## config.mk

```make
export PLATFORM = sky130hd
export DESIGN_NAME = reg_master_flat
export DESIGN_NICKNAME = d
export VERILOG_FILES = /design/src/rtl/reg_master_pkg.sv /design/src/rtl/reg_master_if.sv /design/src/rtl/reg_master.sv /design/src/flat_wrapper.sv
export SDC_FILE = /design/constraint.sdc
export NUM_CORES = 1
export LEC_CHECK = 0
export CAP_MARGIN = 20
export CORE_MARGIN = 3
export CORE_UTILIZATION = 50
export DETAILED_ROUTE_END_ITERATION = 16
export GPL_TIMING_DRIVEN = 0
export PLACE_DENSITY = 0.86
export SETUP_SLACK_MARGIN = 0.02
export SLEW_MARGIN = 20
export SYNTH_ARGS = -nofsm -noshare
export SYNTH_HDL_FRONTEND = slang
export SYNTH_SLANG_ARGS = --single-unit
```

## constraint.sdc

```tcl
create_clock -name clk_i -period 2.3 [get_ports clk_i]
set_input_delay 0.23 -clock clk_i [delete_from_list [all_inputs] [get_ports clk_i]]
set_output_delay 0.23 -clock clk_i [all_outputs]
set_load 0.02 [all_outputs]
```

## src/rtl/reg_master_pkg.sv

```systemverilog
// Shared definitions for the register-bus initiator: op codes, the register
// offsets also used by the responder, and the controller state encoding.
package reg_master_pkg;

  localparam logic [7:0] CTRL_ADDR   = 8'h00;
  localparam logic [7:0] STATUS_ADDR = 8'h04;

  typedef enum logic [1:0] {
    OP_WR   = 2'b00,
    OP_RD   = 2'b01,
    OP_POLL = 2'b10,
    OP_BAD  = 2'b11
  } op_e;

  typedef enum logic [1:0] {
    IDLE   = 2'b00,
    ACCESS = 2'b01,
    GAP    = 2'b10,
    RESP   = 2'b11
  } state_e;

endpackage

```

## src/rtl/reg_master_if.sv

```systemverilog
// Command, response and register-bus signals of reg_master bundled together;
// the master modport is the initiator's view, slave is the environment's view.
interface reg_master_if #(
  parameter int AW = 8,
  parameter int DW = 32
);

  logic          cmd_valid_i;
  logic          cmd_ready_o;
  logic [1:0]    cmd_op_i;
  logic [AW-1:0] cmd_addr_i;
  logic [DW-1:0] cmd_data_i;
  logic [DW-1:0] cmd_mask_i;
  logic          rsp_valid_o;
  logic          rsp_ready_i;
  logic [DW-1:0] rsp_data_o;
  logic          rsp_err_o;
  logic [AW-1:0] addr_o;
  logic [DW-1:0] wr_data_o;
  logic          wr_en_o;
  logic          rd_en_o;
  logic [DW-1:0] rd_data_i;

  modport master (
    input  cmd_valid_i, cmd_op_i, cmd_addr_i, cmd_data_i, cmd_mask_i,
    input  rsp_ready_i, rd_data_i,
    output cmd_ready_o, rsp_valid_o, rsp_data_o, rsp_err_o,
    output addr_o, wr_data_o, wr_en_o, rd_en_o
  );

  modport slave (
    output cmd_valid_i, cmd_op_i, cmd_addr_i, cmd_data_i, cmd_mask_i,
    output rsp_ready_i, rd_data_i,
    input  cmd_ready_o, rsp_valid_o, rsp_data_o, rsp_err_o,
    input  addr_o, wr_data_o, wr_en_o, rd_en_o
  );

endinterface

```

## src/rtl/reg_master.sv

```systemverilog
// Command-driven register-bus initiator: runs one write, read or poll command
// at a time and returns read data or status on a valid/ready response channel.
import reg_master_pkg::*;

module reg_master #(
  parameter int AW        = 8,
  parameter int DW        = 32,
  parameter int POLL_GAP  = 4,
  parameter int MAX_POLLS = 1000,
  parameter int CNT_W     = 16
) (
  input  logic          clk_i,
  input  logic          rst_ni,
  reg_master_if.master  bus
);

  state_e        state_q, state_d;
  op_e           op_q, op_d;
  logic [DW-1:0] data_q, data_d;
  logic [DW-1:0] mask_q, mask_d;
  logic [CNT_W-1:0] attempts_q, attempts_d;
  logic [CNT_W-1:0] gap_q, gap_d;
  logic          cmd_ready_q, cmd_ready_d;
  logic          rsp_valid_q, rsp_valid_d;
  logic [DW-1:0] rsp_data_q, rsp_data_d;
  logic          rsp_err_q, rsp_err_d;
  logic [AW-1:0] addr_q, addr_d;
  logic [DW-1:0] wr_data_q, wr_data_d;
  logic          wr_en_q, wr_en_d;
  logic          rd_en_q, rd_en_d;

  logic [CNT_W-1:0] attempts_inc;
  logic             poll_match;

  // The attempt count stops at MAX_POLLS so a long poll can never wrap around.
  assign attempts_inc = (attempts_q >= CNT_W'(MAX_POLLS)) ? attempts_q
                                                          : attempts_q + 1'b1;
  assign poll_match   = ((bus.rd_data_i ^ data_q) & mask_q) == '0;

  // Outputs are computed one cycle ahead so every port comes straight from a flop.
  always_comb begin
    state_d     = state_q;
    op_d        = op_q;
    data_d      = data_q;
    mask_d      = mask_q;
    attempts_d  = attempts_q;
    gap_d       = gap_q;
    cmd_ready_d = cmd_ready_q;
    rsp_valid_d = rsp_valid_q;
    rsp_data_d  = rsp_data_q;
    rsp_err_d   = rsp_err_q;
    addr_d      = addr_q;
    wr_data_d   = wr_data_q;
    wr_en_d     = 1'b0;
    rd_en_d     = 1'b0;

    unique case (state_q)
      IDLE: begin
        cmd_ready_d = 1'b1;
        if (bus.cmd_valid_i && cmd_ready_q) begin
          op_d        = op_e'(bus.cmd_op_i);
          addr_d      = bus.cmd_addr_i;
          data_d      = bus.cmd_data_i;
          mask_d      = bus.cmd_mask_i;
          attempts_d  = '0;
          gap_d       = '0;
          cmd_ready_d = 1'b0;
          if (op_e'(bus.cmd_op_i) == OP_BAD) begin
            state_d     = RESP;
            rsp_valid_d = 1'b1;
            rsp_err_d   = 1'b1;
            rsp_data_d  = '0;
          end else begin
            state_d = ACCESS;
            wr_en_d = (op_e'(bus.cmd_op_i) == OP_WR);
            rd_en_d = (op_e'(bus.cmd_op_i) != OP_WR);
            if (op_e'(bus.cmd_op_i) == OP_WR) wr_data_d = bus.cmd_data_i;
          end
        end
      end
      ACCESS: begin
        rsp_err_d = 1'b0;
        unique case (op_q)
          OP_WR: begin
            state_d     = RESP;
            rsp_valid_d = 1'b1;
            rsp_data_d  = '0;
          end
          OP_RD: begin
            state_d     = RESP;
            rsp_valid_d = 1'b1;
            rsp_data_d  = bus.rd_data_i;
          end
          OP_POLL: begin
            rsp_data_d = bus.rd_data_i;
            attempts_d = attempts_inc;
            if (poll_match) begin
              state_d     = RESP;
              rsp_valid_d = 1'b1;
            end else if (attempts_inc == CNT_W'(MAX_POLLS)) begin
              state_d     = RESP;
              rsp_valid_d = 1'b1;
              rsp_err_d   = 1'b1;
            end else begin
              state_d = GAP;
              gap_d   = '0;
            end
          end
          default: begin
            state_d     = RESP;
            rsp_valid_d = 1'b1;
            rsp_err_d   = 1'b1;
          end
        endcase
      end
      GAP: begin
        if (gap_q == CNT_W'(POLL_GAP - 1)) begin
          state_d = ACCESS;
          rd_en_d = 1'b1;
        end else begin
          gap_d = gap_q + 1'b1;
        end
      end
      RESP: begin
        if (bus.rsp_ready_i) begin
          state_d     = IDLE;
          rsp_valid_d = 1'b0;
          cmd_ready_d = 1'b1;
        end
      end
      default: state_d = IDLE;
    endcase
  end

  always_ff @(posedge clk_i or negedge rst_ni) begin
    if (!rst_ni) begin
      state_q     <= IDLE;
      op_q        <= OP_WR;
      data_q      <= '0;
      mask_q      <= '0;
      attempts_q  <= '0;
      gap_q       <= '0;
      cmd_ready_q <= 1'b0;
      rsp_valid_q <= 1'b0;
      rsp_data_q  <= '0;
      rsp_err_q   <= 1'b0;
      addr_q      <= '0;
      wr_data_q   <= '0;
      wr_en_q     <= 1'b0;
      rd_en_q     <= 1'b0;
    end else begin
      state_q     <= state_d;
      op_q        <= op_d;
      data_q      <= data_d;
      mask_q      <= mask_d;
      attempts_q  <= attempts_d;
      gap_q       <= gap_d;
      cmd_ready_q <= cmd_ready_d;
      rsp_valid_q <= rsp_valid_d;
      rsp_data_q  <= rsp_data_d;
      rsp_err_q   <= rsp_err_d;
      addr_q      <= addr_d;
      wr_data_q   <= wr_data_d;
      wr_en_q     <= wr_en_d;
      rd_en_q     <= rd_en_d;
    end
  end

  assign bus.cmd_ready_o = cmd_ready_q;
  assign bus.rsp_valid_o = rsp_valid_q;
  assign bus.rsp_data_o  = rsp_data_q;
  assign bus.rsp_err_o   = rsp_err_q;
  assign bus.addr_o      = addr_q;
  assign bus.wr_data_o   = wr_data_q;
  assign bus.wr_en_o     = wr_en_q;
  assign bus.rd_en_o     = rd_en_q;

endmodule

```

## src/flat_wrapper.sv

```systemverilog
// flat-port wrapper written by rule: the top's interface ports become plain ports
module reg_master_flat 
#(
  parameter int AW        = 8,
  parameter int DW        = 32,
  parameter int POLL_GAP  = 4,
  parameter int MAX_POLLS = 1000,
  parameter int CNT_W     = 16
)
  (clk_i, rst_ni, bus_cmd_valid_i, bus_cmd_op_i, bus_cmd_addr_i, bus_cmd_data_i, bus_cmd_mask_i, bus_rsp_ready_i, bus_rd_data_i, bus_cmd_ready_o, bus_rsp_valid_o, bus_rsp_data_o, bus_rsp_err_o, bus_addr_o, bus_wr_data_o, bus_wr_en_o, bus_rd_en_o);
  reg_master_if #(.AW(AW), .DW(DW)) bus_i ();
  input  logic clk_i;
  input  logic rst_ni;
  input wire logic [$bits(bus_i.cmd_valid_i)-1:0] bus_cmd_valid_i;
  input wire logic [$bits(bus_i.cmd_op_i)-1:0] bus_cmd_op_i;
  input wire logic [$bits(bus_i.cmd_addr_i)-1:0] bus_cmd_addr_i;
  input wire logic [$bits(bus_i.cmd_data_i)-1:0] bus_cmd_data_i;
  input wire logic [$bits(bus_i.cmd_mask_i)-1:0] bus_cmd_mask_i;
  input wire logic [$bits(bus_i.rsp_ready_i)-1:0] bus_rsp_ready_i;
  input wire logic [$bits(bus_i.rd_data_i)-1:0] bus_rd_data_i;
  output wire logic [$bits(bus_i.cmd_ready_o)-1:0] bus_cmd_ready_o;
  output wire logic [$bits(bus_i.rsp_valid_o)-1:0] bus_rsp_valid_o;
  output wire logic [$bits(bus_i.rsp_data_o)-1:0] bus_rsp_data_o;
  output wire logic [$bits(bus_i.rsp_err_o)-1:0] bus_rsp_err_o;
  output wire logic [$bits(bus_i.addr_o)-1:0] bus_addr_o;
  output wire logic [$bits(bus_i.wr_data_o)-1:0] bus_wr_data_o;
  output wire logic [$bits(bus_i.wr_en_o)-1:0] bus_wr_en_o;
  output wire logic [$bits(bus_i.rd_en_o)-1:0] bus_rd_en_o;
  assign bus_i.cmd_valid_i = bus_cmd_valid_i;
  assign bus_i.cmd_op_i = bus_cmd_op_i;
  assign bus_i.cmd_addr_i = bus_cmd_addr_i;
  assign bus_i.cmd_data_i = bus_cmd_data_i;
  assign bus_i.cmd_mask_i = bus_cmd_mask_i;
  assign bus_i.rsp_ready_i = bus_rsp_ready_i;
  assign bus_i.rd_data_i = bus_rd_data_i;
  assign bus_cmd_ready_o = bus_i.cmd_ready_o;
  assign bus_rsp_valid_o = bus_i.rsp_valid_o;
  assign bus_rsp_data_o = bus_i.rsp_data_o;
  assign bus_rsp_err_o = bus_i.rsp_err_o;
  assign bus_addr_o = bus_i.addr_o;
  assign bus_wr_data_o = bus_i.wr_data_o;
  assign bus_wr_en_o = bus_i.wr_en_o;
  assign bus_rd_en_o = bus_i.rd_en_o;
  reg_master #(.AW(AW), .DW(DW), .POLL_GAP(POLL_GAP), .MAX_POLLS(MAX_POLLS), .CNT_W(CNT_W)) u_core (.clk_i(clk_i), .rst_ni(rst_ni), .bus(bus_i));
endmodule
```

---- Word-level counts from Yosys, hierarchy flattened ----
Index checks and enable logic that the tools add are counted.
storage, ports and cells
  word-level logic and storage cells ...... 101
  output and inout port bits .............. 77
  input port bits ......................... 110
  bits in registers ....................... 177
cells by class
  eq/ne operators ......................... 18
  multiplexer cells ....................... 42
  order comparisons ....................... 1
  bitwise logic cells ..................... 3
  reductions and logical operators ........ 21
  $add $sub $neg .......................... 2
operators by type and width
  operator                 count
  $pmux W32 S2             2
  $mux W16                 7
  $mux W32                 2
  $pmux W16 S3             1
  $add A16 B1 Y16 const B  2
  $and A32 B32 Y32         1
  $logic_not A32 Y1        1
  $pmux W16 S2             1
  $xor A32 B32 Y32         1
  $mux W1                  17
  $eq A16 B10 Y1 const B   1
  $eq A16 B2 Y1 const B    1
  $ge A16 B10 Y1 const B   1
  $mux W2                  6
  $reduce_and A3 Y1        3
  $eq A2 B2 Y1 const B     4
  $ne A2 B1 Y1 const B     4
  $ne A2 B2 Y1 const B     4
  $pmux W1 S2              4
  $pmux W2 S4              1
  $reduce_and A4 Y1        2
  $logic_not A2 Y1         3
  $reduce_and A6 Y1        1
  $reduce_bool A2 Y1       3
  10 further kinds         14

---- Logic depth before layout (Yosys ltp) ----
  word-level depth ........................ 7
  gate-level depth with buffers ........... 9

---- Least setup slack after synthesis ----
Ideal clock, no wire load.
  kind .................................... register to register
  start ................................... reg u_core.attempts_q[0]
  end ..................................... reg u_core.gap_q[3]
  library setup time ...................... 138 ps
  clock period less this slack ............ 2,047 ps
  buffers on the path ..................... 1
  path slack .............................. 253 ps
  data arrival time ....................... 1,909 ps
  data required time ...................... 2,162 ps
  cell stages (with the launch flop) ...... 10
  cells stage by stage .................... dfrtp_1 > ha_1 > and3_1 > a31oi_1 > o31a_1 > o22ai_1 > nor4_4 > nor3_4 > buf_6 > o22ai_2
on the way
  longest elaborated chain between the ends .. 5
  elaborated cells on any way between the ends .. 6
  those cells by class .................... 1 x add/sub; 1 x order compare; 2 x eq/ne; 1 x mux; 1 x reduce/logical
RTL lines
  element                                                   RTL line                            source
  from (decl)                                               reg_master.sv:21                    logic [CNT_W-1:0] attempts_q, attempts_d;
  from (signal assigned)                                    reg_master.sv:156                   attempts_q <= attempts_d;
  $add A16 B1 Y16 / $ge A16 B10 Y1 (equally long branches)  reg_master.sv:37, reg_master.sv:36
  $mux W16 (*)                                              reg_master.sv:36                    assign attempts_inc = (attempts_q >= CNT_W'(MAX_POLLS)) ? attempts_q
  $eq A16 B10 Y1 (*)                                        reg_master.sv:100                   end else if (attempts_inc == CNT_W'(MAX_POLLS)) begin
  $ne A2 B2 Y1 (no source line) (*)                         --
  $reduce_and A6 Y1 (no source line) (*)                    --
  to (signal assigned)                                      reg_master.sv:157                   gap_q <= gap_d;
  to (decl)                                                 reg_master.sv:22                    logic [CNT_W-1:0] gap_q, gap_d;
Every way passes the cells marked *; elsewhere a longest branch is shown, timed or not.
A chain may end at the register's enable or synchronous reset.

---- Worst setup path in the final report ----
  start ................................... reg u_core.attempts_q[11]
  end ..................................... reg u_core.rsp_valid_q, in the netlist u_core.bus.rsp_valid_o
on the way
  longest elaborated chain between the ends .. 5
  elaborated cells on any way between the ends .. 6
  those cells by class .................... 1 x add/sub; 1 x order compare; 2 x eq/ne; 1 x mux; 1 x reduce/logical
RTL lines
  element                                                   RTL line                            source
  $add A16 B1 Y16 / $ge A16 B10 Y1 (equally long branches)  reg_master.sv:37, reg_master.sv:36
  $mux W16 (*)                                              reg_master.sv:36
  $eq A16 B10 Y1 (*)                                        reg_master.sv:100
  $ne A4 B2 Y1 (no source line) (*)                         --
  $reduce_and A5 Y1 (no source line) (*)                    --
  to (signal assigned)                                      reg_master.sv:159                   rsp_valid_q <= rsp_valid_d;
  to (decl)                                                 reg_master.sv:24                    logic rsp_valid_q, rsp_valid_d;
Marks and branches as above.

==> metrics.txt <==
CP max FO 3; ANT nets after route 0; Max Root-Sink Buffers 2; P per Cell Area 1281 mW/mm^2; count of cell types in the netlist 51; status finished, final reports clean; kind of critical path reg -> reg; CP endpoint kind register; WP data required between 2 and 3 ns; Die X-Extent roughly 130 um; Reg clk slew, reported paths 0.07 ns; grt ovf 0; port bufs between 150 and 200; sequential power share 37.1%; Post-synth ARST share 100.0%; die area ~0.017 mm^2; vias in the first global route between 6000 and 7000; Synth Instances between 800 and 900; sw power between 5000 and 6000 uW; area grow syn2layout 37.92%; Total Wirelength approximately 23000 um; TritonCTS buffer count 17; number of synthesized flops with an enable pin 0; Initial DRC Count between 600 and 700; Post-Syn Area per Cell approximately 9.6 um^2; Max Freq ~0.44 GHz; Synth Cell Area 0.007931 mm^2; Comb power frac 40.7%; Peak VDD IR approximately 0.7 mV; die height about 130 um; Vias approximately 6800; Most used DFF post-synth dfrtp_1; sw frac around 38%; H-tree levels 4; Hold Fails Final Rpt 0; via/cell ratio roughly 5.4; P_int between 8000 and 9000 uW; WP data arrival between 2 and 3 ns; DRC Markers 0; # nets final about 1200; post-synthesis sequential area ratio a little under three fifths; proportion of layout cells with a drive suffix above 1 between 10 and 15%; Max Transition Viols Final 0; number of antenna violations at the first check in global routing 2; CP startpoint kind register; DP HPWL about 16000 um; first-pass GRT wire length 35970 um; Slew Limit Headroom between 50% and 60%; most common cell after layout, fill and taps aside nand2_1; Leakage 0.005029 uW; clock share of power approximately 22%; HP Class in -> reg; CORE AREA 0.01537 mm^2; First-pass DRT Iterations 5; io pins 187; Max-cap violations 0; Final period util a little over nine tenths; Seq cells post-synth roughly 180; Tmin final 2.262 ns; Overall Global Routing Usage a little over a quarter; row cnt 45; synthesized net count ~950; largest net degree at the start of global routing 93; hold slack final between 0.3 and 0.4 ns; CTS tree yes; Avg WL per Cell 17.98 um; Final setup viols 0; Syn. warnings 0; worst skew pair latency 0.44 ns; Worst-Margin Slew around 0.70 ns; # clock sinks ~180; gpl congestion ~0.9; RSZ-0062 raised after global routing yes; Initial Util 51.60%; Util after Layout 71.17%; most frequent cells in the layout nand2_1, clkdlybuf4s50_1, dfrtp_1; CTS Root Buffer Type clkbuf_16; Setup Skew 0.007048 ns
## what timing repair did
item	4_1_cts	5_1_grt
endpoints found under the setup margin	36	111
hold buffers	1	0
pin swaps	4	12
resized for setup	7	28
hold endpoints to repair	85	0
cloned	1	0
buffers inserted	8	4
## state kept, by name, summed over array words and instances (netlist names)
signal                  cells
u_core.attempts_q          16
u_core.bus.addr_o           8
u_core.bus.cmd_ready_o      1
u_core.bus.rd_en_o          1
u_core.bus.rsp_data_o      32
u_core.bus.rsp_err_o        1
u_core.bus.rsp_valid_o      1
u_core.bus.wr_data_o       32
u_core.bus.wr_en_o          1
u_core.data_q              32
u_core.gap_q               16
u_core.mask_q              32
u_core.op_q                 2
u_core.state_q              2
## power by group through the flow
| stage | logic [uW] | clock network, uW | registers, uW |
|---|---|---|---|
| 3_3_place_gp | 5350 | 0 | 5160 |
| 6_report | 5710 | 3100 | 5200 |
| 3_5_place_dp | 5490 | 0 | 5220 |
| 4_1_cts | 5610 | 3110 | 5170 |
| 2_1_floorplan | 2420 | 0 | 5800 |
| 5_1_grt | 6190 | 3240 | 5330 |
## worst paths after layout
path,endpoint,startpoint,slack [ns],cells after the start
max,u_core.bus.rsp_valid_o,u_core.attempts_q[11],0.04,9
min,u_core.mask_q[23],bus_cmd_mask_i[23],0.32,3
max reg2reg,u_core.bus.rsp_valid_o,u_core.attempts_q[11],0.04,9
min reg2reg,u_core.bus.addr_o[3],u_core.bus.addr_o[3],0.47,2
max in group asynchronous,u_core.data_q[22],rst_ni,1.04,3
min in group asynchronous,u_core.gap_q[4],rst_ni,0.39,2
## logic make-up after synthesis
family                   Yosys count  synth area share (%)
AO/OA/AOI/OAI                    116                 9.229
flip-flops                       177                 55.84
XOR/XNOR                          40                 4.417
multiplexers                      34                 4.796
adder cells (fa/ha/maj)           10                 1.578
buffers and inverters             46                 2.287
AND/OR/NAND/NOR                  406                 21.85
## Yosys cell counts (2+ instances only)
library cell / count / share of area, %
mux2_1: 7 / 0.99
and3_1: 4 / 0.32
buf_1: 3 / 0.14
nand2_1: 315 / 15
a22oi_1: 18 / 1.7
inv_1: 8 / 0.38
nor2b_1: 4 / 0.32
nor3b_1: 2 / 0.19
nand3_1: 15 / 0.95
nor2_2: 3 / 0.24
xor2_1: 39 / 4.3
nor3_1: 9 / 0.57
nand2b_1: 2 / 0.16
o21ai_0: 20 / 1.3
a22o_1: 2 / 0.22
mux2i_1: 2 / 0.25
nor4_1: 6 / 0.47
mux2_2: 25 / 3.5
a21oi_1: 9 / 0.57
clkbuf_1: 33 / 1.6
dfrtp_1: 177 / 56
o22ai_1: 3 / 0.24
and2_1: 9 / 0.71
ha_1: 10 / 1.6
o21ai_1: 39 / 2.5
nor4_4: 2 / 0.54
a31oi_1: 6 / 0.47
nor2_1: 18 / 0.85
nand4_1: 8 / 0.63
o211ai_1: 2 / 0.19
nand3b_1: 2 / 0.19
o22ai_2: 6 / 0.95
o31ai_1: 3 / 0.28
## layout make-up
cell class              count  area [um^2]
clock buffers              24        511.7
inverters                   8        30.03
clock inverters             8        122.6
well taps                 211        264.0
plain buffers              38        162.7
flip-flops and latches    177         4429
diodes                      1        2.502
repair buffers            201         2013
fillers                  1114         4432
multi-input cells         606         3403
## per-layer routing
layer | global-route usage (%) | part of all wire [%]
met1 | 32.15 | 40
met2 | 43.99 | 51
met3 | 7.824 | 7.4
met4 | 8.751 | 2.3
met5 | 0 | 0.057
## per-stage QoR
step | area, um^2 | setup WS [ns] | TNS [ns] | power (uW) | std cells
6_report | 10940 | 0.03832 | 0 | 14010 | 1274
3_3_place_gp | 10060 | -6.314 | -1127.22 | 10500 | 1226
5_1_grt | 10940 | -0.03859 | -0.1347 | 14750 | 1274
2_1_floorplan | 7931 | 0.2525 | 0 | 8220 | 829
3_5_place_dp | 10090 | -0.2845 | -12.39 | 10700 | 1227
4_1_cts | 10810 | 0.001166 | 0 | 13900 | 1269
## critical path, stage by stage, from the launching register on
cell      delay (ns)
dfrtp_1         0.40
nor4_4          0.36
nand2_2         0.11
buf_6           0.13
nor3_4          0.15
a41oi_2         0.17
nor4_4          0.41
buf_4           0.18
nand3b_1        0.14
a22o_1          0.15
Power figures use the tool's default switching activity.
